==> config.mk <==
export PLATFORM = sky130hd
export DESIGN_NAME = dual_port_ram
export DESIGN_NICKNAME = d
export VERILOG_FILES = /design/src/rtl/dual_port_ram.sv
export SDC_FILE = /design/constraint.sdc
export NUM_CORES = 2
export LEC_CHECK = 0
export CAP_MARGIN = 10
export CORE_UTILIZATION = 42
export CTS_CLUSTER_DIAMETER = 200
export DETAILED_ROUTE_END_ITERATION = 6
export SLEW_MARGIN = 10
export SYNTH_ARGS = -nofsm -noshare
export SYNTH_HDL_FRONTEND = slang
export SYNTH_SLANG_ARGS = --single-unit
==> constraint.sdc <==
create_clock -name CLK -period 4.9 [get_ports CLK]
set_input_delay 0.49 -clock CLK [delete_from_list [all_inputs] [get_ports CLK]]
set_output_delay 0.49 -clock CLK [all_outputs]
set_load 0.005 [all_outputs]
==> src/rtl/dual_port_ram.sv <==
// True dual-port RAM with synchronous writes and combinational reads.
// Both ports share one storage array. On a same-address collision, port 2 wins.
module dual_port_ram #(
    parameter int IN_DATA_WIDTH = 8,
    parameter int ADDR_WIDTH    = 6
) (
    input  logic                     CLK,
    input  logic                     RST,
    input  logic [IN_DATA_WIDTH-1:0] Data_1,
    input  logic [ADDR_WIDTH-1:0]    Address_1,
    input  logic                     WE_1,
    output logic [IN_DATA_WIDTH-1:0] Output_1,
    input  logic [IN_DATA_WIDTH-1:0] Data_2,
    input  logic [ADDR_WIDTH-1:0]    Address_2,
    input  logic                     WE_2,
    output logic [IN_DATA_WIDTH-1:0] Output_2
);

    localparam int DEPTH = 2 ** ADDR_WIDTH;

    logic [IN_DATA_WIDTH-1:0] mem [DEPTH];

    // The port 2 write is issued after the port 1 write, so it overrides port 1 on a collision.
    always_ff @(posedge CLK) begin
        if (RST) begin
            mem <= '{default: '0};
        end else begin
            if (WE_1) begin
                mem[Address_1] <= Data_1;
            end
            if (WE_2) begin
                mem[Address_2] <= Data_2;
            end
        end
    end

    assign Output_1 = mem[Address_1];
    assign Output_2 = mem[Address_2];

endmodule

Word-level counts from Yosys, hierarchy flattened
Cells that the tools add are included.
{"block": "classes", "n_addsub": 0, "n_mul": 0, "div_mod_pow": 0, "order_cmp": 4, "n_eq_ne": 0, "shifts": 0, "muxes": 15, "n_bitwise": 2, "reduce_logical": 2}
{"operator": "$mux W512", "count": 3}
{"operator": "$bwmux W512", "count": 2}
{"operator": "$bmux W8 S6", "count": 2}
{"operator": "$demux W8 S6", "count": 2}
{"operator": "$mux W8", "count": 6}
{"operator": "$ge A7 B7 Y1 const B", "count": 2}
{"operator": "$lt A7 B1 Y1 const B", "count": 2}
{"operator": "$not A6 Y7", "count": 2}
{"operator": "$logic_and A1 B1 Y1", "count": 2}
{"block": "word_totals", "ff_bits": 512, "latch_bits": 0, "ram_bits": 0, "mem_bits_ro": 0, "inputBits": 32, "output_inout_bits": 16, "elab_cells": 87, "n_memories": 0}

Logic depth before layout (Yosys ltp)
{"block": "depth", "ltp_word": 10, "depth_mapped": 10, "depth_no_buf": 6}

Worst setup path before layout
OpenSTA, ideal clock, no wires.
{"block": "synth_path", "path_kind": "input to output", "from": "input Address_2[1]", "to": "output Output_2[0]", "arrival_ns": 2.092, "t_required_ns": 4.410, "setup_slack_ns": 2.318, "cell_stages": 7, "path_buffers": 3, "cell_sequence": "buf_2 -> inv_1 -> clkbuf_1 -> clkbuf_1 -> mux2i_1 -> o22ai_1 -> or3_1"}
{"block": "synth_via", "elab_chain_cells": 4}
{"element": "from (decl)", "line": "14", "text": "input logic [ADDR_WIDTH-1:0] Address_2,"}
{"element": "$not A6 Y7 (not written as such)", "line": "38", "text": "assign Output_2 = mem[Address_2];"}
{"element": "$bmux W8 S6", "line": "38"}
{"element": "$mux W8 (not written as such) (2 in a row)", "line": "38"}
{"element": "to (decl)", "line": "16", "text": "output logic [IN_DATA_WIDTH-1:0] Output_2"}
Every way passes these cells. The select of a mux whose other input is x is not followed.

Worst setup path in the final report
{"block": "layout_path", "from": "input Address_1[4]", "to": "output Output_1[7]"}
{"block": "layout_via", "elab_chain_cells": 4}
{"element": "from (decl)", "line": "10", "text": "input logic [ADDR_WIDTH-1:0] Address_1,"}
{"element": "$not A6 Y7 (not written as such)", "line": "37", "text": "assign Output_1 = mem[Address_1];"}
{"element": "$bmux W8 S6", "line": "37"}
{"element": "$mux W8 (not written as such) (2 in a row)", "line": "37"}
{"element": "to (decl)", "line": "12", "text": "output logic [IN_DATA_WIDTH-1:0] Output_1,"}
Every way passes these cells. The select of a mux whose other input is x is not followed.

==> results.py <==
metrics = {
    "cells_and_area": {
        "reg_top3": "mem (512)",
        "stdcell_area_mm2": 0.0347,
        "fillers": 7384,
        "syn_to_final_growth_pct": 9.87,
        "regMostFlops": "mem",
        "layout-drive-gt1-share": 0.112,
        "largest_reg_flops": 512,
        "fin_nets": 4018,
    },
    "sta": {
        "drv_slew": 0,
        "fmax_ghz": 0.212,
        "relSlewSlack": 0.187,
        "final-setup-viol-count": 0,
        "rsz0062_at_grt": "no",
        "holdWs_ns": 0.366,
        "worst_slack_ns": 0.177,
        "fin_crit_sh": 0.964,
        "clock_skew_ns": 0,
        "hold_violations": 0,
        "tns_ns": 0,
        "worst_slew_pin_slew_ns": 1.22,
        "layout_min_cycle_time_ns": 4.72,
    },
    "run": {
        "drv_cap": 0,
    },
    "drt": {
        "wl_um": 175000,
        "drc": 9,
        "drtIter0Drc": 7211,
        "firstDrtPassIters": 7,
        "vias_per_cell": 7.48,
        "routedWlPerCell_um": 34.9,
        "ant_nets": 0,
        "vias": 37500,
    },
    "grt": {
        "use_met1": 0.590,
        "grt_overflow": 0,
        "grt_pass1_wl_um": 248000,
        "met2_usage": 0.625,
        "grtUsageMet3": 0.130,
        "busiest_layer": "met2",
        "grt_pass1_vias": 32700,
        "antenna_found_initial": 11,
        "grt_max_degree": 136,
        "grtUsageTotal": 0.438,
    },
    "pwr": {
        "p_leak_uw": 0.0105,
        "power_density_mw_per_mm2": 300,
        "peakVddDrop_mv": 0.285,
    },
    "synthesis": {
        "yosysUniqueCellTypes": 72,
        "synth-seq-area-share": 0.324,
        "yosys-top-cells-area": "dfxtp_1, a311oi_1, nand2_1, nor2_1, a221oi_1",
        "syn_area_mm2": 0.0316,
        "synth_async_sr_flop_share": 0,
        "synth.top_cells.by_count": "nand2_1, nor2_1, a311oi_1",
        "yosys.area.top_type": "dfxtp_1",
        "synth_area_per_cell_um2": 7.50,
        "syn_nets": 4248,
        "synth-main-ff-cell": "dfxtp_1",
        "synth_edf_count": 0,
        "synth.most_common_cell": "nand2_1",
        "syn_inst": 4216,
        "ys_ff_latch": 512,
        "ys_warn_count": 0,
        "yosysTopAreaCellShare": 0.324,
    },
    "setup_path": {
        "crit_type": "in -> out",
        "cp.arrival_ns": 4.23,
        "crit_path_start_kind": "input port",
        "critical_path_required_ns": 4.41,
        "crit_fanout": 12,
        "r2r.worst_path.cells": 2,
        "endpoint_kind": "primary output",
    },
    "cts": {
        "cts_resized": 0,
        "numCtsBuffers": 60,
        "cts_tree": "built",
        "cts_setup_buffers": 0,
        "cts.sinks": 512,
        "holdBufCountCts": 0,
        "clk_pin_slew_ns": 0.06,
        "cts_buffer_depth": 3,
        "htreeDepth": 2,
        "cts_root_buf": "clkbuf_16",
        "clock_latency_ns": 0.65,
    },
    "floorplan": {
        "die_w_um": 276,
        "start_util": 0.425,
        "core_mm2": 0.0744,
        "fp-row-count": 100,
        "die-area_mm2": 0.0764,
        "pin_count": 48,
        "die_h_um": 276,
    },
    "worst_hold_path": {
        "worst_hold_path_type": "in -> reg",
        "min_path_cells": 3,
    },
    "placed_design": {
        "place_congestion": 1.13,
        "dp_hpwl_um": 117000,
        "place_area_mm2": 0.0326,
        "portBuffers": 47,
        "preCtsSetupSlack_ns": 0.525,
    },
    "status": {
        "violations": "DRC",
        "status": "finished with violations",
    },
}
worst max-delay path, stage by stage:
cell             delay (ns)
clkdlybuf4s50_1        1.02
nand3b_1               0.66
nor3_1                 0.26
a2111oi_0              0.63
and3_1                 0.30
nand4b_1               0.30
clkdlybuf4s50_1        0.55
per-layer routing:
layer | vias to the layer above | part of all wire
met3 | 734 | 0.15
met4 | 10 | 0.067
met5 | - | 0.00041
met2 | 3347 | 0.41
li1 | 15600 | -
met1 | 17900 | 0.38
kinds of logic (layout without fill, tap and decap cells):
group,Yosys count,after routing,synth area share
flip-flops,512,512,0.324
buffers and inverters,531,350,0.0735
AO/OA/AOI/OAI,1371,1371,0.327
multiplexers,120,120,0.0539
AND/OR/NAND/NOR,1682,1682,0.221
other,0,13,0
cell type report:
type	count	area [um2]	area share
Antenna cell	13	32.5	0.000937
Clock buffer	91	1830	0.0526
Clock inverter	20	241	0.00695
Inverter	8	32.5	0.000937
Multi-Input combinational cell	3173	19200	0.553
Sequential cell	512	10200	0.295
Tap cell	969	1210	0.0349
Timing Repair Buffer	231	1940	0.0559
layout by cell type, fill, tap and decap left out, types with 21 or more instances in the layout:
master / synthesis / final
a311oi_1: 514 / 514
dfxtp_1: 512 / 512
mux2_2: 41 / 41
nor3_1: 26 / 23
nand2_1: 663 / 662
a21oi_1: 45 / 45
mux4_2: 35 / 35
buf_4: 17 / 182
a221oi_1: 216 / 216
nor2_1: 621 / 616
o21ai_0: 322 / 322
nand3_1: 274 / 273
mux2i_1: 41 / 41
a22o_1: 22 / 22
a22oi_1: 133 / 133
o22ai_1: 49 / 49
nor2_2: 21 / 22
clkbuf_8: 0 / 21
clkbuf_16: 0 / 60
clkdlybuf4s50_1: 0 / 24
worst paths after layout:
path / start / end / slack (ns)
worst min-delay path: Data_2[3] / mem[459] / 0.37
worst max register to register: mem[454] / mem[454] / 3.80
worst min register to register: mem[376] / mem[376] / 0.50
worst max-delay path: Address_1[4] / Output_1[7] / 0.18
stage by stage:
step | util | power, uW | instances
final | 0.467 | 10400 | 5017
after global routing | 0.466 | 10600 | 5004
after CTS | 0.466 | 10300 | 5004
after detailed placement | 0.438 | 5630 | 4893
after global placement | 0.438 | 5640 | 4893
after floorplan | - | 5040 | 4216
report_power, final:
part           internal, uW  switching, uW  leakage (uW)
sequential             4210           67.0       0.00413
combinational           317           1050       0.00533
clock                  2780           2010       0.00102
total                  7300           3120        0.0105
(Power assumes the default switching activity.)
